`src/rtl/prog_udp_seq.sv`:
```
// prog_udp_seq: run-time-loadable N_IN-input truth table, evaluated on enabled clocks, with
// optional feedback of out as the table MSB. Define UDP_XCOUNT_EN to build the x-hit counter.
module prog_udp_seq #(
   parameter int N_IN   = 4,
   parameter int XCNT_W = 8
) (
   input  logic              clk,
   input  logic              rst,
   input  logic              cfg_start,
   input  logic              cfg_valid,
   input  logic [1:0]        cfg_data,
   output logic              cfg_ready,
   output logic              cfg_done,
   input  logic              seq_mode,
   input  logic              en,
   input  logic [N_IN-1:0]   in,
   output logic              out,
   output logic              out_x,
   output logic              out_valid,
   output logic [XCNT_W-1:0] x_count,
   output logic              dbg_state
);
   localparam int            DEPTH    = 2 ** (N_IN + 1);
   localparam logic [N_IN:0] PTR_LAST = '1;
   localparam logic [N_IN:0] PTR_ONE  = (N_IN + 1)'(1);
   localparam logic [1:0]    E_ZERO   = 2'b00;
   localparam logic [1:0]    E_ONE    = 2'b01;
   localparam logic [1:0]    E_X      = 2'b11;

   typedef enum logic {S_LOAD = 1'b0, S_RUN = 1'b1} state_t;

   state_t        state_q, state_d;
   logic [N_IN:0] ptr_q, ptr_d;
   logic          out_q, out_d;
   logic          out_x_q, out_x_d;
   logic          out_valid_q, out_valid_d;
   logic          cfg_done_q, cfg_done_d;
   logic [1:0]    table_q [DEPTH];
   logic [1:0]    table_d [DEPTH];
   logic [N_IN:0] idx;
   logic [1:0]    entry;

   // Handshake: an entry transfers on a cycle with cfg_valid && cfg_ready && !cfg_start.
   assign cfg_ready = (state_q == S_LOAD);
   assign cfg_done  = cfg_done_q;
   assign out       = out_q;
   assign out_x     = out_x_q;
   assign out_valid = out_valid_q;
   assign dbg_state = (state_q == S_RUN);

   always_comb begin
      state_d     = state_q;
      ptr_d       = ptr_q;
      out_d       = out_q;
      out_x_d     = out_x_q;
      out_valid_d = out_valid_q;
      cfg_done_d  = 1'b0;
      table_d     = table_q;
      idx         = {seq_mode ? out_q : 1'b0, in};
      entry       = table_q[idx];
      if (cfg_start) begin
         state_d     = S_LOAD;
         ptr_d       = '0;
         out_valid_d = 1'b0;
      end else begin
         case (state_q)
            S_LOAD: begin
               out_valid_d = 1'b0;
               if (cfg_valid) begin
                  table_d[ptr_q] = cfg_data;
                  if (ptr_q == PTR_LAST) begin
                     cfg_done_d = 1'b1;
                     state_d    = S_RUN;
                     ptr_d      = '0;
                  end else begin
                     ptr_d = ptr_q + PTR_ONE;
                  end
               end
            end
            S_RUN: begin
               // Hold ("-") and x entries both leave out untouched.
               if (en) begin
                  if (entry == E_ZERO) out_d = 1'b0;
                  else if (entry == E_ONE) out_d = 1'b1;
                  out_x_d     = (entry == E_X);
                  out_valid_d = 1'b1;
               end
            end
            default: state_d = S_LOAD;
         endcase
      end
   end

   always_ff @(posedge clk or posedge rst) begin
      if (rst) begin
         state_q     <= S_LOAD;
         ptr_q       <= '0;
         out_q       <= 1'b0;
         out_x_q     <= 1'b0;
         out_valid_q <= 1'b0;
         cfg_done_q  <= 1'b0;
      end else begin
         state_q     <= state_d;
         ptr_q       <= ptr_d;
         out_q       <= out_d;
         out_x_q     <= out_x_d;
         out_valid_q <= out_valid_d;
         cfg_done_q  <= cfg_done_d;
      end
   end

   // Table contents are don't-care after reset; a full load always precedes RUN.
   always_ff @(posedge clk) begin
      table_q <= table_d;
   end

`ifdef UDP_XCOUNT_EN
   localparam logic [XCNT_W-1:0] XCNT_ONE = XCNT_W'(1);
   logic [XCNT_W-1:0] xcnt_q, xcnt_d;
   logic              hit_x;

   assign hit_x = (state_q == S_RUN) && en && !cfg_start && (entry == E_X);

   always_comb begin
      xcnt_d = xcnt_q;
      if (cfg_start) xcnt_d = '0;
      else if (hit_x && (xcnt_q != '1)) xcnt_d = xcnt_q + XCNT_ONE;
   end

   always_ff @(posedge clk or posedge rst) begin
      if (rst) xcnt_q <= '0;
      else     xcnt_q <= xcnt_d;
   end

   assign x_count = xcnt_q;
`else
   assign x_count = '0;
`endif

endmodule

```
`config.mk`:
```
export PLATFORM = sky130hd
export DESIGN_NAME = prog_udp_seq
export DESIGN_NICKNAME = d
export VERILOG_FILES = /design/src/rtl/prog_udp_seq.sv
export SDC_FILE = /design/constraint.sdc
export NUM_CORES = 1
export LEC_CHECK = 0
export ABC_AREA = 1
export CORE_ASPECT_RATIO = 1.5
export CORE_MARGIN = 5
export CORE_UTILIZATION = 62
export CTS_BUF_LIST = sky130_fd_sc_hd__clkbuf_8 sky130_fd_sc_hd__clkbuf_16
export DETAILED_ROUTE_END_ITERATION = 10
export PLACE_DENSITY = 0.84
export SLEW_MARGIN = 20
export SYNTH_ARGS = -nofsm -noshare
export SYNTH_HDL_FRONTEND = slang
export SYNTH_SLANG_ARGS = --single-unit
```
`constraint.sdc`:
```
create_clock -name clk -period 2.9 [get_ports clk]
set_input_delay 0.58 -clock clk [delete_from_list [all_inputs] [get_ports clk]]
set_output_delay 0.58 -clock clk [all_outputs]
set_load 0.02 [all_outputs]
```
==> results.ini, run 1 <==
[outcome]
outcome=finished clean

[logic_synthesis]
netlist_area_mm2=0.00339
async_flop_share_pct=13.5
netlist-cell-type-count=21
yosys_warnings=0
synth-seq-cells=74
seq_area_frac_synth_pct=64.1
synthFlopType=edfxtp_1
synth_edf_count=64
synthCells=336
avgSynthCellArea_um2=10.1

[sta]
finalHoldViolCount=0
period_minus_slack_ns=2.06
rsz0062_at_grt=false
skew_ns=0.00865
relSlewSlack_pct=64.1
period_share_pct=71.1
worst_slew_pin_slew_ns=0.534
setup_ws_ns=0.838
fin_hold_ws_ns=0.499
slew_violations=0
setup_viol=0
maxClockFrequency_mhz=485
fin_setup_tns_ns=0

[floorplan]
initial_core_util_pct=62.7
num_io_pins=26
num_rows=33
die_y_um=101
core_mm2=0.00541
die_w_um=70.4
die-area_mm2=0.00708

[cells_and_area]
layout.nets=372
layout_commonest_cell=nand2_1
drive_gt1_share_pct=6.67
antenna_cells=0
area_delta_synth_final_pct=8.97
mostFrequentLayoutCells=nand2_1, edfxtp_1, nand3_1
fillerInstances=400
utilization_pct=68.3

[cts]
cts_hold_buf=0
clock_latency_ns=0.34
cts_root_buf=clkbuf_8
cts_resized=0
path_clk_slew_ns=0.07
cts_buffer_depth=2
cts.sinks=74
cts_tree=yes
cts_setup_buffers=0
h-tree-depth=3
cts_inserted_buffers=9

[detailed_routing]
firstDrtPassIters=5
vias=2438
post_drt_wl_per_cell_um=17.1
ant_nets=0
drt_iter0_drc=159
drc=0
wirelength_mm=7.35
viasPerCell=5.67

[power]
peakVddDrop_mv=0.497
power_mw=1.97
p_leak_nw=1.45
power_frac_seq_pct=59.2
p_int_mw=1.51
p_clk_share_pct=32.6
switching_share_pct=23.6
powerDensity_mw_per_mm2=534
p_sw_uw=465
pwr-share-comb_pct=8.2

[worst_setup_path]
critPathMaxFanout=5
crit_arrival_ns=1.48
startpoint_type=register
required_ns=2.32
end_kind=output pin
critPathKind=reg -> out

[flow_run]
cap_viol_max_count=0

[min_path]
hold_class=reg -> reg

[global_routing]
grt_pass1_wl_mm=11.9
grt_antenna_before_repair=0
grt_max_degree=33
grt_pass1_vias=2526
overflow=0
gr-usage-all-layers_pct=22.5

[placed_design]
dp_worst_setup_slack_ns=0.518
gp_congestion=0.895
hpwl_mm=5.15
port_buffers=17

==> worst max-delay path, cell delays in order, from the launching register on <==
cell,delay [ns]
dfrtp_1,0.44
inv_2,0.09
clkdlybuf4s50_1,0.61
==> cell families after synthesis <==
group	after synthesis	share of synthesized area, %
other cells	1	0.111
xor+xnor	1	0.258
fa+ha+maj	5	1.85
buf+inv	37	6.79
simple gates	211	25.8
compound gates	7	1.07
flops	74	64.1
==> through the flow <==
| step | std cells | instance area, µm² |
|---|---|---|
| finish | 430 | 3690 |
| global route | 430 | 3690 |
| CTS | 430 | 3690 |
| detailed placement | 414 | 3540 |
| global placement | 414 | 3540 |
| floorplan | 343 | 3420 |
==> layer usage <==
layer  part of all wire, %  vias to the layer above  global-route usage [%]  routed length (µm)
met5                     0                        -                       0                   0
met4                   6.1                        0                    14.5                 450
met3                   7.3                       35                    5.99                 535
met2                    51                      136                    39.0                3780
met1                    35                     1121                    23.9                2590
li1                      -                     1146                       -                   -
==> registers in the layout, summed over array words and instances, names as in the netlist <==
signal	cells
table_q	64
dbg_state	1
ptr_q	5
out_x	1
out	1
out_valid	1
cfg_done	1
==> layout make-up <==
type	instances	area, µm²	share of cell area, %
multi-input cells	232	1010	27.4
clock buffers	9	124	3.35
clock inverters	7	30.0	0.813
inverters	17	66.3	1.80
repair buffers	21	200	5.42
flip-flops and latches	74	2170	58.8
well taps	70	87.6	2.37
==> power groups by stage <==
stage,Combinational [mW],Clock [mW],Sequential [mW]
2_1_floorplan,0.112,0,1.19
3_3_place_gp,0.154,0,1.19
3_5_place_dp,0.160,0,1.19
4_1_cts,0.161,0.641,1.17
5_1_grt,0.180,0.687,1.17
6_report,0.161,0.643,1.17
==> worst paths after layout <==
check / from / cells past startpoint / slack [ns] / endpoint
min reg2reg: out_valid$_DFFE_PP0P_ / 2 / 0.50 / out_valid$_DFFE_PP0P_
min: out_valid$_DFFE_PP0P_ / 2 / 0.50 / out_valid$_DFFE_PP0P_
max: dbg_state$_DFF_PP0_ / 2 / 0.84 / cfg_ready
min in group asynchronous: rst / 2 / 0.51 / dbg_state$_DFF_PP0_
max in group asynchronous: rst / 2 / 2.10 / out_valid$_DFFE_PP0P_
max reg2reg: ptr_q[0]$_DFFE_PP0P_ / 7 / 1.11 / ptr_q[2]$_DFFE_PP0P_
==> synth_stat cells, types with 2 or more instances <==
cell        n  area, µm²
buf_6       6       67.6
dfrtp_1    10        250
buf_2       2       10.0
buf_4      11       82.6
nand2_1   111        417
inv_1      10       37.5
nand3_1    59        295
o21ai_1     5       25.0
inv_2       6       22.5
ha_1        5       62.6
nor2_1     38        143
edfxtp_1   64       1920
No activity file was read; power rests on OpenSTA's default activity.
==> run 2: changes to the inputs <==
--- a/config.mk
+++ b/config.mk
@@ -8,10 +8,10 @@
 export ABC_AREA = 1
 export CORE_ASPECT_RATIO = 1.5
 export CORE_MARGIN = 5
-export CORE_UTILIZATION = 62
+export CORE_UTILIZATION = 58
 export CTS_BUF_LIST = sky130_fd_sc_hd__clkbuf_8 sky130_fd_sc_hd__clkbuf_16
 export DETAILED_ROUTE_END_ITERATION = 10
-export PLACE_DENSITY = 0.84
+export PLACE_DENSITY = 0.79
 export SLEW_MARGIN = 20
 export SYNTH_ARGS = -nofsm -noshare
 export SYNTH_HDL_FRONTEND = slang
==> constraint.sdc (replaced) <==
create_clock -name clk -period 2.12 [get_ports clk]
set_input_delay 0.424 -clock clk [delete_from_list [all_inputs] [get_ports clk]]
set_output_delay 0.424 -clock clk [all_outputs]
set_load 0.02 [all_outputs]
==> run 2 against run 1 <==
  * Global-route usage is 2.5 points lower
  * Via count down 2.0%
  * Flip-flop and latch count did not move
  * Sequential power is 37% higher
  * Non-clock buffer count is 9 higher
  * Worst hold slack worse by 0.14 ns
  * Final area rose by 4.9%
  * Sequential share of layout area is 2.7 points lower
  * Clock skew down 0.0018 ns
  * Highest routed layer unchanged
==> results.ini, run 2 (same netlist as run 1, synthesis figures left out) <==
[power]
p_clk_share_pct=42.1  ; +9.5 points
peakVddDrop_mv=0.613  ; +23%
pwr-share-comb_pct=7.2  ; -1.0 points
power_mw=3.15  ; +60%
switching_share_pct=20.3  ; -3.3 points
p_leak_nw=1.53  ; +5.6%
p_int_mw=2.51  ; +67%
power_frac_seq_pct=50.7  ; -8.5 points
powerDensity_mw_per_mm2=814  ; +52%
p_sw_uw=642  ; +38%

[sta]
maxClockFrequency_mhz=526
setup_ws_ns=0.220  ; -0.618 ns
finalHoldViolCount=0  ; unchanged
period_share_pct=89.6
fin_setup_tns_ns=0  ; unchanged
skew_ns=0.00682  ; -0.00183 ns
rsz0062_at_grt=false
period_minus_slack_ns=1.90
setup_viol=0  ; unchanged
slew_violations=0  ; unchanged

[cts]
cts_inserted_buffers=9  ; unchanged
clock_latency_ns=0.34  ; about the same
cts_buffer_depth=2  ; unchanged
cts_setup_buffers=0  ; unchanged
cts.sinks=74  ; unchanged
cts_root_buf=clkbuf_8
h-tree-depth=3  ; unchanged
cts_tree=yes
cts_resized=0  ; unchanged
cts_hold_buf=0  ; unchanged
path_clk_slew_ns=0.07  ; about the same

[cells_and_area]
design_area_mm2=0.00387  ; +4.9%
largest_reg_flops=64  ; unchanged
top_regs=table_q (64), ptr_q (5)
largest-register=table_q
multiInputGateArea_mm2=0.00101  ; unchanged
area_delta_synth_final_pct=14.3
regArea_mm2=0.00217  ; unchanged
layout.nets=381  ; +2.4%
drive_gt1_share_pct=10.0  ; +3.4 points
mostFrequentLayoutCells=nand2_1, edfxtp_1, nand3_1
fillerInstances=432  ; +8.0%
layout_commonest_cell=nand2_1
antenna_cells=0  ; unchanged

[worst_setup_path]
critPathMaxFanout=5  ; unchanged
startpoint_type=register
crit_arrival_ns=1.48  ; about the same
end_kind=output pin
required_ns=1.70  ; -0.62 ns
critPathKind=reg -> out

[global_routing]
gr-usage-all-layers_pct=20.0  ; -2.5 points
grt_max_degree=33  ; unchanged
grt_pass1_vias=2442  ; -3.3%
grt_antenna_before_repair=0  ; unchanged
overflow=0  ; unchanged
grt_pass1_wl_mm=11.4  ; -4.2%

[detailed_routing]
wirelength_mm=6.85  ; -6.8%
viasPerCell=5.42  ; -4.4%
ant_nets=0  ; unchanged
vias=2390  ; -2.0%
drc=0  ; unchanged
drt_iter0_drc=165  ; +3.8%
post_drt_wl_per_cell_um=15.5  ; -9.1%
firstDrtPassIters=4  ; -1

[min_path]
hold_class=in -> async

[placed_design]
gp_congestion=0.783  ; -12%
dp_worst_setup_slack_ns=0.000385  ; -0.518 ns
hpwl_mm=4.69  ; -9.0%
port_buffers=17  ; unchanged
dpl_cell_area_mm2=0.00362  ; +2.3%

[floorplan]
num_rows=34  ; +3.0%
num_io_pins=26  ; unchanged
die_w_um=72.4  ; +2.9%
core_mm2=0.00574  ; +6.2%
die-area_mm2=0.00750  ; +6.0%
die_y_um=104  ; +3.1%
initial_core_util_pct=59.0  ; -3.6 points

[flow_run]
cap_viol_max_count=0  ; unchanged

[outcome]
outcome=finished clean

## run 2: cell type report
type,count,area share [%]
flip-flops and latches,74,56.1
multi-input cells,232,26.2
repair buffers,30,7.24
clock buffers,11,3.91
clock inverters,5,2.58
well taps,72,2.33
inverters,17,1.71
## run 2: worst max-delay path, stage by stage, from the launching register on
cell and delay, ns:
dfrtp_1 0.45, inv_2 0.09, clkdlybuf4s50_1 0.60
## run 2: final timing paths
path	startpoint	to	slack [ns]	depth (start not counted)
setup / recovery	dbg_state$_DFF_PP0_	cfg_ready	0.22	2
hold / removal	rst	ptr_q[2]$_DFFE_PP0P_	0.35	2
setup reg to reg	ptr_q[0]$_DFFE_PP0P_	ptr_q[2]$_DFFE_PP0P_	0.37	7
hold reg to reg	out_valid$_DFFE_PP0P_	out_valid$_DFFE_PP0P_	0.50	2
max in group asynchronous	rst	out$_DFFE_PP0P_	1.49	2
min in group clk	out_valid$_DFFE_PP0P_	out_valid$_DFFE_PP0P_	0.50	2
## run 2: stage by stage
stage                     std cells  utilization (%)  hold WS, ns
after CTS                       441             67.5        0.351
after global placement          425             63.1        0.469
after floorplan                 343                -        0.264
after detailed placement        425             63.1        0.483
after global routing            441             67.5        0.374
final                           441             67.5        0.355
## run 2: layer usage
metal | up-vias | wire length [µm] | global-route usage (%)
met1 | 1121 | 2530 | 22.5
met5 | - | 0 | 0
met4 | 0 | 198 | 9.23
met2 | 85 | 3690 | 35.0
met3 | 19 | 431 | 4.65
li1 | 1165 | - | -
## run 2: power by group through the flow
stage,sequential (mW),combinational [mW],clock (mW)
5_1_grt,1.60,0.254,1.41
3_5_place_dp,1.63,0.228,0
4_1_cts,1.60,0.229,1.34
3_3_place_gp,1.63,0.221,0
2_1_floorplan,1.63,0.153,0
6_report,1.60,0.227,1.33
